File: src/rtl/vec_elem_sequencer.sv
// vec_elem_sequencer
//   Memory-to-memory vector control stage feeding a 16-bit combinational ALU.
//   On Start it walks Length elements: reads A[i] and B[i] through the single
//   shared memory port, registers them as ALU operands, and writes the ALU
//   result back to D[i]. Elements are processed strictly one at a time.
//
// Ports
//   CLK, Reset        clock (rising edge), synchronous active-high reset
//   Start             begin operation (accepted only in IDLE)
//   OpIn              ALU opcode, latched at Start
//   BaseA/BaseB/BaseD source/destination base addresses, latched at Start
//   Length            element count, latched at Start
//   MemAddr/MemRead   read port; data returns on MemRData one cycle later
//   MemWrite/MemWData write port; memory captures at the clock edge
//   ALUA/ALUB/ALUOp   registered operands and latched opcode to the ALU
//   ALUResult         combinational ALU output
//   Busy              high whenever not IDLE
//   Done              one-cycle completion pulse
//
// Build option
//   VEC_SCALAR_EN     adds ScalarMode/ScalarB; in scalar mode operand B is a
//                     constant captured at Start and the B read is skipped.

module vec_elem_sequencer #(
  parameter int DATA_W = 16,
  parameter int ADDR_W = 16,
  parameter int LEN_W  = 16
) (
  input  logic              CLK,
  input  logic              Reset,
  input  logic              Start,
  input  logic [4:0]        OpIn,
  input  logic [ADDR_W-1:0] BaseA,
  input  logic [ADDR_W-1:0] BaseB,
  input  logic [ADDR_W-1:0] BaseD,
  input  logic [LEN_W-1:0]  Length,
`ifdef VEC_SCALAR_EN
  input  logic              ScalarMode,
  input  logic [DATA_W-1:0] ScalarB,
`endif
  output logic [ADDR_W-1:0] MemAddr,
  output logic              MemRead,
  output logic              MemWrite,
  output logic [DATA_W-1:0] MemWData,
  input  logic [DATA_W-1:0] MemRData,
  output logic [DATA_W-1:0] ALUA,
  output logic [DATA_W-1:0] ALUB,
  output logic [4:0]        ALUOp,
  input  logic [DATA_W-1:0] ALUResult,
  output logic              Busy,
  output logic              Done
);

  // state | meaning
  // IDLE  | waiting for Start; parameters latched on Start
  // RD_A  | read strobe at BaseA+idx
  // RD_B  | read strobe at BaseB+idx; A data arrives and is captured
  // EXE   | no strobe; last read data arrives and is captured
  // WR    | write ALU result to BaseD+idx; advance or finish
  // FIN   | Done pulse, back to IDLE
  typedef enum logic [2:0] {
    S_IDLE = 3'd0,
    S_RD_A = 3'd1,
    S_RD_B = 3'd2,
    S_EXE  = 3'd3,
    S_WR   = 3'd4,
    S_FIN  = 3'd5
  } state_t;

  state_t            state_q, state_d;
  logic [LEN_W-1:0]  idx_q, idx_d;
  logic [LEN_W-1:0]  len_q, len_d;
  logic [ADDR_W-1:0] base_a_q, base_a_d;
  logic [ADDR_W-1:0] base_b_q, base_b_d;
  logic [ADDR_W-1:0] base_d_q, base_d_d;
  logic [4:0]        op_q, op_d;
  logic [DATA_W-1:0] alua_q, alua_d;
  logic [DATA_W-1:0] alub_q, alub_d;
  logic              scalar_q, scalar_d;

  logic              scalar_start;
  logic [DATA_W-1:0] scalar_val;
  logic [ADDR_W-1:0] idx_addr;
  logic              last_elem;

`ifdef VEC_SCALAR_EN
  assign scalar_start = ScalarMode;
  assign scalar_val   = ScalarB;
`else
  assign scalar_start = 1'b0;
  assign scalar_val   = '0;
`endif

  // Address offsets wrap modulo 2^ADDR_W with the base addition.
  assign idx_addr  = ADDR_W'(idx_q);
  // Only evaluated in WR, where len_q is known to be non-zero.
  assign last_elem = (idx_q == (len_q - LEN_W'(1)));

  always_comb begin
    state_d  = state_q;
    idx_d    = idx_q;
    len_d    = len_q;
    base_a_d = base_a_q;
    base_b_d = base_b_q;
    base_d_d = base_d_q;
    op_d     = op_q;
    alua_d   = alua_q;
    alub_d   = alub_q;
    scalar_d = scalar_q;
    MemAddr  = '0;
    MemRead  = 1'b0;
    MemWrite = 1'b0;
    MemWData = '0;

    unique case (state_q)
      S_IDLE: begin
        if (Start) begin
          op_d     = OpIn;
          base_a_d = BaseA;
          base_b_d = BaseB;
          base_d_d = BaseD;
          len_d    = Length;
          idx_d    = '0;
          scalar_d = scalar_start;
          if (scalar_start) begin
            alub_d = scalar_val;
          end
          state_d  = (Length == '0) ? S_FIN : S_RD_A;
        end
      end
      S_RD_A: begin
        MemAddr = base_a_q + idx_addr;
        MemRead = 1'b1;
        state_d = scalar_q ? S_EXE : S_RD_B;
      end
      S_RD_B: begin
        MemAddr = base_b_q + idx_addr;
        MemRead = 1'b1;
        alua_d  = MemRData;
        state_d = S_EXE;
      end
      S_EXE: begin
        // In scalar mode the only read was A, so it lands here instead.
        if (scalar_q) begin
          alua_d = MemRData;
        end else begin
          alub_d = MemRData;
        end
        state_d = S_WR;
      end
      S_WR: begin
        MemAddr  = base_d_q + idx_addr;
        MemWrite = 1'b1;
        MemWData = ALUResult;
        if (last_elem) begin
          state_d = S_FIN;
        end else begin
          idx_d   = idx_q + LEN_W'(1);
          state_d = S_RD_A;
        end
      end
      S_FIN: begin
        state_d = S_IDLE;
      end
      default: begin
        state_d = S_IDLE;
      end
    endcase
  end

  always_ff @(posedge CLK) begin
    if (Reset) begin
      state_q  <= S_IDLE;
      idx_q    <= '0;
      len_q    <= '0;
      base_a_q <= '0;
      base_b_q <= '0;
      base_d_q <= '0;
      op_q     <= '0;
      alua_q   <= '0;
      alub_q   <= '0;
      scalar_q <= 1'b0;
    end else begin
      state_q  <= state_d;
      idx_q    <= idx_d;
      len_q    <= len_d;
      base_a_q <= base_a_d;
      base_b_q <= base_b_d;
      base_d_q <= base_d_d;
      op_q     <= op_d;
      alua_q   <= alua_d;
      alub_q   <= alub_d;
      scalar_q <= scalar_d;
    end
  end

  assign ALUA  = alua_q;
  assign ALUB  = alub_q;
  assign ALUOp = op_q;
  assign Busy  = (state_q != S_IDLE);
  assign Done  = (state_q == S_FIN);

endmodule

File: config.mk
export PLATFORM = sky130hd
export DESIGN_NAME = vec_elem_sequencer
export DESIGN_NICKNAME = d
export VERILOG_FILES = /design/src/rtl/vec_elem_sequencer.sv
export SDC_FILE = /design/constraint.sdc
export NUM_CORES = 1
export LEC_CHECK = 0
export BUFFER_PORTS_ARGS = -buffer_cell sky130_fd_sc_hd__buf_4
export CORE_ASPECT_RATIO = 1.25
export CORE_MARGIN = 2
export CORE_UTILIZATION = 40
export CTS_BUF_LIST = sky130_fd_sc_hd__clkbuf_2
export DETAILED_ROUTE_END_ITERATION = 10
export SETUP_SLACK_MARGIN = 0.3
export SLEW_MARGIN = 0
export SYNTH_ARGS = -nofsm -noshare
export SYNTH_HDL_FRONTEND = slang
export SYNTH_SLANG_ARGS = --single-unit
export TNS_END_PERCENT = 1
File: constraint.sdc
create_clock -name CLK -period 8.7 [get_ports CLK]
set_input_delay 1.74 -clock CLK [delete_from_list [all_inputs] [get_ports CLK]]
set_output_delay 1.74 -clock CLK [all_outputs]
set_load 0.01 [all_outputs]
==> impl_summary.md, run 1 <==
Floorplanning
The total die area is about 17000 um2. The die is 116 um wide. The placement row count is 50. The die is roughly 140 um tall. about 180 I/O pins were placed.

The initial utilization of the core area, before any placement, comes to 0.412. The core region is around 15000 um2.

Worst setup path
Across all register-to-register paths, the minimum setup slack is roughly 5600 ps. For the worst setup path, the data arrival time is ~4300 ps. STA classifies the critical path startpoint as a flop.

The master of the slowest instance on the critical path is sky130_fd_sc_hd__nor2_1. The critical setup path kind is flop to primary output. The highest net fanout along the worst path is 16.

The signal on the critical path passes through nor3b_2 -> nor2_1 -> and2_1 -> a221o_1 -> ha_1 -> a211oi_1 -> nor2_1 -> o211ai_1 -> nand3_1 -> and3_1 -> o22a_1 -> mux2_2 -> buf_4. The total buffers and inverters traversed by the critical path is 1. Broken down by cell family, the worst path's largest delay share belongs to simple AND/OR/NAND/NOR gates. The type of element capturing the critical path is a primary output.

The cell that appears most often on the critical path is sky130_fd_sc_hd__nor2_1. For the worst setup path, the data required time is about 7000 ps. On the worst path, the slowest cell contributes a delay of 710 ps.

Layout
The net count of the finished layout is between 1000 and 1500. Leaving out fill and tap cells, the most frequent cell in the layout is sky130_fd_sc_hd__nand2_1. The number of filler cells placed in the layout is roughly 1600. Relative to the synthesized area, the layout overhead comes to 26.9%. The library cells used most frequently in the layout, excluding fill and tap cells, are sky130_fd_sc_hd__nand2_1 (245), sky130_fd_sc_hd__buf_4 (182), sky130_fd_sc_hd__a21oi_1 (123). The sequential cell area is between 2000 and 2500 um2. The area of the multi-input gates is approximately 3600 um2. The number of non-filler instances in the completed layout is 1200. Of the cells placed in the final design, the portion with a size suffix greater than 1 is 0.230.

Logic synthesis
The async set-reset flop share out of synthesis is 0. The primary flip-flop cell chosen by synthesis mapping is sky130_fd_sc_hd__dfxtp_1. The warning count from the yosys run is 0. The share of the synthesized area in the top cell type is 0.386.

The distinct cell type count after synthesis is 54. The synthesized netlist occupies a cell area of ~6200 um2. Synthesis handed over a netlist of 834 instances.

Yosys attributes the largest share of cell area to sky130_fd_sc_hd__dfxtp_1 (39%), sky130_fd_sc_hd__nand2_1 (15%), sky130_fd_sc_hd__a21oi_1 (9.9%). The synthesized design contains 120 register bits. Counting every net in the synthesized netlist gives 956. The top cell type by total area after synthesis is sky130_fd_sc_hd__dfxtp_1. In this run, synthesis inferred 0 flip-flops with an integrated enable.

Averaged over all synthesized cells, the footprint is roughly 7.5 um2. The share of synthesized area occupied by flip-flops and latches is 0.386.

Clock tree
The number of CTS-inserted buffers is 17. TritonCTS built the clock tree. The source-to-sink clock delay at the later pin of the worst-skew pair is 670 ps. The number of clock sinks is 120. The number of buffers inserted by hold repair at cts is 0. Counting along the longest clock path gives a buffer depth of 2. After clock tree synthesis, the repair step resized 0 gates. The post-CTS setup buffer count is 0.

After clock tree synthesis, the clock-pin slew on the worst setup and hold paths is ~190 ps. The maximum level of the CTS H-tree is 4. The cell sitting at the root of the clock tree is a sky130_fd_sc_hd__clkbuf_2.

GRT
The pin count of the biggest net entering global routing is 86. The overall routing resource usage is 0.224. The met2 usage in global routing is 0.354. The met1 usage in global routing is 0.295. The via count of the first global-routing pass is approximately 5600. The highest-utilization routing layer at the global route stage is met2.

The routing usage on met3 is 0.0687. The first-pass GRT wire length is ~29 mm. The initial antenna violation count was 1. The final global-route overflow total is 0.

STA
The final setup skew is 29.2 ps. The final clock period utilization by the worst path is 0.692. The number of endpoints with negative hold slack in the final report is 0. The max-slew headroom at the worst pin is 0.266. After layout, the worst setup slack is between 2000 and 3000 ps.

The timing-limited maximum frequency is around 0.17 GHz. The max-slew violation count came to 0. Adding up every negative setup slack in the final design gives 0 ps. The final critical path time including I/O delays and setup is about 6000 ps. Setup violations remaining at the end of the flow were counted as 0.

The slew of the pin with the lowest slew margin is roughly 1100 ps. Setup repair after global routing left no endpoint under its margin.

Placement
The congestion estimate from routability-driven global placement came to ~0.86. The wire-length estimate of the detail-placed layout is between 10 and 15 mm. In this run the tool buffered the top-level ports with 176 buffer cells. The post-placement cell count is about 1200. The post-place setup slack is approximately 3400 ps.

Detailed routing
The number of nets still failing antenna checks after routing is 0. In the routed design, unresolved DRC markers number 0. After detailed routing, the average wire length per cell comes to about 15 um. The first detailed-routing pass took 4 iterations. Summed over all layers, the routed wires come to roughly 18 mm.

The post-detailed-route via-to-cell ratio is between 5 and 6. The number of DRC markers in iteration 0 is 350. The routed layout has around 6000 vias.

Power and ir drop
For this design the static power due to leakage is about 3.3 nW. The power per unit of standard cell area is 160 nW/um2. The maximum vdd ir drop is 0.106 mV.

Worst hold path
The class of the most critical hold timing path is flop to flop.

Outcome
The run finished with clean final reports.

Run
The max-capacitance violation count is 0.
[cell families (layout without fill, tap and decap cells)]
family / count (synthesis) / count (layout) / share of synthesized area
and+or+nand+nor: 402 / 402 / 0.298
AOI/OAI and AO/OA: 198 / 198 / 0.189
DFF: 120 / 120 / 0.386
buffers and inverters: 63 / 220 / 0.0419
xor gates and xnor gates: 31 / 31 / 0.0437
adders and majority gates: 18 / 18 / 0.0374
muxes: 2 / 2 / 0.00342
other: 0 / 1 / 0
[metrics by stage]
step	util	instance area [um2]	total power [mW]	hold WS, ps
after global routing	0.523	7890	1.34	484
final	0.523	7890	1.26	466
after global placement	0.506	7620	0.894	439
after detailed placement	0.506	7620	0.895	442
after floorplan	-	6220	0.789	432
after CTS	0.523	7890	1.28	465
[sequential cells by signal, summed over array words and instances (netlist names), 5 cells and up]
name      flops
base_d_q     16
ALUOp         5
base_b_q     16
ALUA         16
ALUB         16
idx_addr     16
base_a_q     16
len_q        16
[where the power goes]
group          internal [mW]  leakage, nW  switching [mW]
Clock                  0.160        0.139           0.221
Combinational          0.116         2.22           0.156
Sequential             0.583        0.978          0.0264
Total                  0.859         3.33           0.404
[final cells by class]
cell class	count	share of cell area
diodes	1	0.000317
clock buffers	17	0.0108
clock inverters	14	0.0224
inverters	7	0.00333
multi-input cells	651	0.452
flip-flops and latches	120	0.305
well taps	208	0.0330
repair buffers	182	0.173
[worst paths after layout]
path,to,cells past startpoint,start
setup reg to reg,idx_addr[0]$_SDFFE_PP0P_,8,len_q[4]$_SDFFE_PP0P_
hold reg to reg,base_a_q[1]$_SDFFE_PP0P_,2,base_a_q[1]$_SDFFE_PP0P_
hold / removal,base_a_q[1]$_SDFFE_PP0P_,2,base_a_q[1]$_SDFFE_PP0P_
setup / recovery,MemAddr[15],13,state_q[2]$_SDFFE_PP0P_
[per-layer routing]
metal  up-vias  wire length, um  part of all wire
met1      2820             7980              0.44
met5         -                0                 0
met4         0              282             0.015
li1       3171                -                 -
met3        18             1040             0.057
met2       128             8970              0.49
[cell usage after synthesis (all sizes together) (8+ instances only)]
master and number:
a21oi 123, a22oi 14, and2 19, and3 10, clkbuf 51, dfxtp 120, ha 17, nand2 246
nand3 8, nand4 11, nor2 32, nor3 15, nor4 10, o21ai 19, or3 13, or4 12
xnor2 17, xor2 14
[tightest hold or removal path, delay by kind of cell, from the launching register on]
kind	cells	cell delay (ps)
flops	1	350
simple gates	1	50
compound gates	1	50
No activity file was read; power rests on OpenSTA's default activity.
==> run 2, diff against run 1 <==
- clock period: 8.7 -> 6.2 ns (I/O delays scaled with it)
==> run 2 against run 1 <==
Net effect: count of clock-buffer cells in the layout is 3 higher; via count is 2.1% higher; cell count is 0.25% higher; sequential power is 40% higher; power is 41% higher; clock skew is 4.4 ps lower; critical endpoint unchanged.
==> impl_summary.md, run 2 (same netlist as run 1, synthesis figures left out) <==
Clock tree
The clock net in this run drives a total of between 100 and 150 sinks. In this run the clock root is driven by a sky130_fd_sc_hd__clkbuf_2. The number of buffers inserted by hold repair at cts is 0.

Clock-pin slew was measured on the worst setup and hold paths at about 170 ps. CTS built an H-tree with a depth of 4. The clock tree from TritonCTS is done. For the worst-skew pair, the clock arrives at the later sink with an insertion delay of approximately 700 ps. The number of CTS-inserted buffers is 17. The maximum clock path buffer count is 2.

Power and ir drop
The share of total power in the clock network is 0.299. For this design the total switching power over the nets is 0.564 mW. The relative contribution of combinational cells to total power is 0.220.

The internal power of the cells totals between 1 and 1.5 mW. The switching fraction of total power is 0.317. The static power due to leakage is 3.35 nW. The part of the power in registers is 0.481. The maximum vdd ir drop is approximately 0.12 mV. Summing internal, switching and leakage power gives 1.78 mW. Dividing total power by cell area gives a power density of between 200 and 250 nW/um2.

STA
For the final routed database, the setup TNS stands at 0 ps. The final clock period utilization by the worst path is 0.889. The number of endpoints with negative hold slack in the final report came to 0. The final setup skew is about 25 ps. After layout, the minimum clock period comes to ~5500 ps.

The max-slew headroom at the worst pin is 0.407. Static timing analysis puts the maximum clock frequency at roughly 0.18 GHz. The max-slew violation count is 0.

Setup repair after global routing left no endpoint under its margin. The slew of the pin with the lowest slew margin is 883 ps. The number of setup violations in the final report is 0.

Detailed routing
The detail-routed net length per standard cell is 15.5 um. The post-detailed-route via-to-cell ratio is approximately 5.2. The number of nets still failing antenna checks after routing is 0. For this block, the initial DRC count from the detailed router was between 300 and 400. The number of search-and-repair iterations in the first detailed-routing pass is 5. The number of remaining DRC errors is 0. The routed design has about 19 mm of wire. Summing over every cut layer, the via total after detailed routing is around 6300.

Floorplanning
The chip width is roughly 120 um. The initial core utilization is 0.412. The floorplan die height is between 100 and 150 um.

In this run the core area contains 50 standard-cell rows. The count of pins on the block boundary is around 180. The die covers ~17000 um2. After floorplanning, the core was sized to cover roughly 15000 um2.

Worst hold path
The class of the most critical hold timing path is flop to flop. In this run the most critical hold path is launched from base_a_q[1]$_SDFFE_PP0P_.

Worst setup path
The worst reg2reg path depth is 10. The worst setup path startpoint is state_q[2]$_SDFFE_PP0P_. The destination of the critical timing path is MemAddr[15].

STA classifies the critical path startpoint as a flop. STA puts the critical path data arrival time at around 4300 ps. The type of element capturing the critical path is a primary output.

The critical setup path kind is flop to primary output. The critical register-to-register path startpoint is len_q[0]$_SDFFE_PP0P_. The worst register-to-register path ends at idx_addr[0]$_SDFFE_PP0P_. The highest net fanout along the worst path is 33.

The worst register-to-register path has a setup slack of 3020 ps. The required time of the critical path is approximately 5000 ps.

GRT
The initial antenna violation count came to 1. After global routing the overflow that remains totals 0. The first-pass GRT wire length is 29.4 mm.

The overall routing resource usage is 0.229. Entering global routing, the biggest net connects 76 pins. The via count of the first global-routing pass is about 5700.

Placement
The wire-length estimate of the detail-placed layout is around 13 mm. The cell area after placement is approximately 7600 um2. The global placer's final weighted congestion is slightly above 0.8. The number of buffers inserted by port buffering is between 150 and 200.

Layout
The final net count is approximately 1100. In the final layout, the share of cells above drive strength 1 is 0.231. After routing the design area is 7910 um2. The commonest non-fill, non-tap cell in the layout is sky130_fd_sc_hd__nand2_1. In the layout the commonest cells are sky130_fd_sc_hd__nand2_1 (245), sky130_fd_sc_hd__buf_4 (183), sky130_fd_sc_hd__a21oi_1 (123). The number of filler cells placed in the layout is approximately 1500. The area growth from synthesis to layout is 27.2%.

Outcome
The run finished with clean final reports.

Run
The max-capacitance violation count is 0.
run 2: cell type report:
class	instances	area [um2]	share of cell area
antenna	1	2.50	0.000316
clock buffer	20	100	0.0127
clock inverter	12	153	0.0193
inverter	7	26.3	0.00332
multi-input combinational	651	3570	0.451
sequential	120	2400	0.304
tap	208	260	0.0329
timing repair buffer	184	1390	0.176
run 2: worst min path at each step:
stage / endpoint / slack, ps / depth (start not counted)
5_1_grt: base_a_q[1]$_SDFFE_PP0P_ / 480 / 2
2_1_floorplan: base_a_q[1]$_SDFFE_PP0P_ / 430 / 2
3_5_place_dp: ALUA[14]$_SDFFE_PP0P_ / 450 / 2
6_report: base_a_q[1]$_SDFFE_PP0P_ / 470 / 2
3_3_place_gp: base_d_q[4]$_SDFFE_PP0P_ / 440 / 2
4_1_cts: base_a_q[1]$_SDFFE_PP0P_ / 470 / 2
run 2: metal layers:
metal,routed length [um],global-route usage,vias to the layer above
met2,9060,0.358,162
met4,405,0.0818,0
li1,-,-,3179
met1,8090,0.298,2895
met5,0,0,-
met3,1060,0.0679,27
run 2: stage by stage:
step | util | cells | worst slack (ps) | hold slack (ps)
after CTS | 0.523 | 1202 | 432 | 467
after floorplan | - | 834 | 1720 | 432
after global placement | 0.507 | 1170 | 1280 | 442
final | 0.524 | 1203 | 689 | 466
after global routing | 0.524 | 1203 | 327 | 483
after detailed placement | 0.507 | 1170 | 1240 | 447
run 2: worst max-delay path, cell delays in order (launching register included):
cell and delay [ps]:
sky130_fd_sc_hd__dfxtp_1 450, sky130_fd_sc_hd__nor3b_2 290, sky130_fd_sc_hd__buf_12 230, sky130_fd_sc_hd__nor2_1 70
sky130_fd_sc_hd__buf_4 190, sky130_fd_sc_hd__and2_1 170, sky130_fd_sc_hd__a221o_1 280, sky130_fd_sc_hd__ha_1 300
sky130_fd_sc_hd__a211oi_1 260, sky130_fd_sc_hd__nor2_1 130, sky130_fd_sc_hd__o211ai_1 260, sky130_fd_sc_hd__nand3_1 160
sky130_fd_sc_hd__and3_1 220, sky130_fd_sc_hd__o22a_1 170, sky130_fd_sc_hd__mux2_2 270, sky130_fd_sc_hd__buf_4 150
run 2: power groups by stage:
stage	clock, mW	sequential (mW)	combinational [mW]
6_report	0.532	0.855	0.390
5_1_grt	0.590	0.863	0.435
4_1_cts	0.552	0.855	0.391
3_5_place_dp	0	0.872	0.390
3_3_place_gp	0	0.870	0.388
2_1_floorplan	0	0.862	0.245
run 2: timing repair:
action                                 4_1_cts  5_1_grt
buffers inserted                             0        0
endpoints found under the hold margin        0        0
setup endpoints to repair                    0        3
resized for setup                            0        5
==> run 3, diff against run 2 <==
- PLACE_DENSITY: unset -> 0.67
- clock period: 6.2 -> 4.4 ns (I/O delays scaled with it)
==> run 3 against run 2 <==
Net effect: first-iteration DRC count decreased by 22%; count of clock-buffer cells in the layout fell by 3; the flow now finishes with violations (negative setup slack); sequential power rose by 42%; register-to-register slack got worse by 1800 ps; highest routed layer unchanged; largest cell class unchanged; critical endpoint unchanged.
==> impl_summary.md, run 3 (same netlist as run 1, synthesis figures left out) <==
STA
Timing would allow up to between 0.2 and 0.25 GHz. The max-slew headroom at the worst pin is 0.399. Setup repair after global routing could not meet its margin everywhere. The number of endpoints with negative hold slack in the final report is 0.

Of the available clock period, the critical path in the final layout requires 1.02. The final total negative setup slack is -198 ps. The max-slew violation count was 0. Between clock sinks in the finished design, the worst skew comes to a little over 40 ps. The final critical path time including I/O delays and setup is around 4500 ps. For the pin with the worst max-slew slack, the measured transition is 898 ps.

The number of setup violations in the final report is 3. The worst setup margin is -108 ps. The worst-case hold slack is 412 ps.

Outcome
The flow ran to the end, but the final reports show violations. The final reports fail on negative setup slack.

Detailed routing
The number of DRC markers in iteration 0 is between 300 and 400. The routed layout has approximately 6400 vias. The post-detailed-route via-to-cell ratio is between 5 and 6.

The total wire length is between 15 and 20 mm. The number of search-and-repair iterations in the first detailed-routing pass is 4. The number of nets still failing antenna checks after routing is 0. The detail-routed net length per standard cell is 15.1 um. After detailed routing, the number of remaining DRC violations is 0.

Clock tree
The clock tree from TritonCTS is done. Buffers inserted during clock tree synthesis total 17. The maximum clock path buffer count is 2. The number of clock sinks is 120. The H-tree generated during clock tree synthesis spans 4 levels. The source-to-sink clock delay at the later pin of the worst-skew pair is between 600 and 700 ps. The post-CTS clock slew at the launch and capture registers of the worst setup and hold paths is about 200 ps.

The root buffer cell is sky130_fd_sc_hd__clkbuf_2.

GRT
The via count of the first global-routing pass is 5899. The initial antenna violation count is 1. The overall routing resource usage is 0.222. The pin count of the biggest net entering global routing is 70. The total overflow left after global routing is 0.

The first global-routing pass estimated about 29 mm of wire.

Placement
The global placer's final weighted congestion is 0.911. The number of buffers inserted by port buffering is roughly 180. Prior to clock tree synthesis, the placed netlist has a worst setup slack of about 330 ps.

The detailed-placement wirelength estimate is about 13 mm. The cell area after placement is around 7700 um2. After detailed placement, the design holds a cell count of between 1000 and 1500.

Floorplanning
The initial utilization of the core area, before any placement, comes to 0.412. The placement row count is 50. The total die area is roughly 17000 um2. The total area inside the core boundary comes to 15100 um2.

The count of pins on the block boundary is approximately 180. The floorplan die height is approximately 140 um. The chip width is approximately 120 um.

Power and ir drop
The internal power consumption is approximately 1.6 mW. The share of total power dissipated in sequential elements is 0.490. In this run the static leakage power is 3.45 nW.

The relative contribution of combinational cells to total power is 0.232. The worst-case IR drop observed on VDD is roughly 0.16 mV. The share of total power dissipated in the clock network is 0.278. Of the total power, the share spent switching nets is 0.343. The power per unit of standard cell area is 301 nW/um2. Summing internal, switching and leakage power gives ~2.5 mW. For this design the total switching power over the nets is approximately 0.85 mW.

Worst setup path
The worst setup path startpoint is state_q[2]$_SDFFE_PP0P_. STA classifies the critical path endpoint as a primary output. The highest net fanout along the worst path is 9. The required time of the critical path is 3520 ps. The worst register-to-register path has a setup slack of approximately 1200 ps. The worst setup path is of the flop to primary output kind. The arrival time reported for the critical path endpoint is roughly 3600 ps.

STA classifies the critical path startpoint as a flop. The critical register-to-register path startpoint is len_q[2]$_SDFFE_PP0P_.

Layout
Of the cells placed in the final design, the portion with a size suffix greater than 1 is 0.268. The area of the multi-input gates is roughly 3700 um2. The net count of the finished layout is 1123.

Counting the fill cells in the layout gives about 1500. The post-synthesis to final-layout area growth is 31.9%. In the layout the commonest cells are sky130_fd_sc_hd__nand2_1 (245), sky130_fd_sc_hd__buf_4 (196), sky130_fd_sc_hd__a21oi_1 (122). The library cell used most frequently in the layout, excluding fill and tap cells, is sky130_fd_sc_hd__nand2_1. The sequential cells in the finished layout cover a total of 2410 um2.

For this run, the share of the core covered by cells in the final layout is 0.544. The number of non-filler instances in the completed layout is between 1000 and 1500. After routing the design area is slightly above 8000 um2.

Worst hold path
The class of the most critical hold timing path is primary input to flop. The hold path startpoint is BaseD[9].

Run
The max-capacitance violation count is 0.
## run 3: cell types whose count changed in the layout (fill, tap and decap cells not counted), sizes merged
cell	change
clkbuf	-3
bufbuf	+1
clkinv	-1
bufinv	-2
buf	+19
clkinvlp	-1
inv	+7
## run 3: power groups by stage
| stage | registers (mW) | logic, mW | clock network, mW |
|---|---|---|---|
| 2_1_floorplan | 1.22 | 0.345 | 0 |
| 3_3_place_gp | 1.23 | 0.545 | 0 |
| 3_5_place_dp | 1.23 | 0.548 | 0 |
| 4_1_cts | 1.21 | 0.563 | 0.704 |
| 5_1_grt | 1.22 | 0.632 | 0.744 |
| 6_report | 1.21 | 0.573 | 0.685 |
## run 3: timing repair
action,CTS,global route
cloned,1,1
setup endpoints to repair,13,12
pin swaps,19,11
setup buffers,12,3
hold buffers,0,0
gates resized for setup,22,11
## run 3: path summary, 6_finish.rpt
check | cells after the start | to
max reg2reg | 8 | state_q[2]$_SDFFE_PP0P_
min | 3 | base_d_q[9]$_SDFFE_PP0P_
min reg2reg | 2 | base_b_q[2]$_SDFFE_PP0P_
max | 14 | MemAddr[15]
## run 3: cell type report
| type | instances | area share |
|---|---|---|
| clock buffers | 17 | 0.0104 |
| inverters | 7 | 0.00321 |
| well taps | 208 | 0.0317 |
| flip-flops and latches | 120 | 0.294 |
| diodes | 1 | 0.000305 |
| repair buffers | 204 | 0.194 |
| multi-input cells | 651 | 0.449 |
| clock inverters | 15 | 0.0169 |
## run 3: layer usage
metal / vias to the layer above / share of wire / global-route usage / wire [um]
li1: 3227 / - / - / -
met1: 2985 / 0.43 / 0.280 / 7960
met2: 148 / 0.49 / 0.369 / 9110
met3: 28 / 0.056 / 0.0565 / 1030
met4: 0 / 0.019 / 0.0710 / 349
met5: - / 0 / 0 / 0
## run 3: critical path: stages (launching register included)
cell                       delay, ps
sky130_fd_sc_hd__dfxtp_4         390
sky130_fd_sc_hd__buf_6           130
sky130_fd_sc_hd__nor3b_4         250
sky130_fd_sc_hd__nor2_2           90
sky130_fd_sc_hd__and2_1          170
sky130_fd_sc_hd__a221o_1         320
sky130_fd_sc_hd__ha_4            240
sky130_fd_sc_hd__a211oi_2        210
sky130_fd_sc_hd__nor2_2           60
sky130_fd_sc_hd__o211ai_1        210
sky130_fd_sc_hd__nand3_1         130
sky130_fd_sc_hd__and3_4          190
sky130_fd_sc_hd__o22a_1          170
sky130_fd_sc_hd__mux2_2          270
sky130_fd_sc_hd__buf_4           140
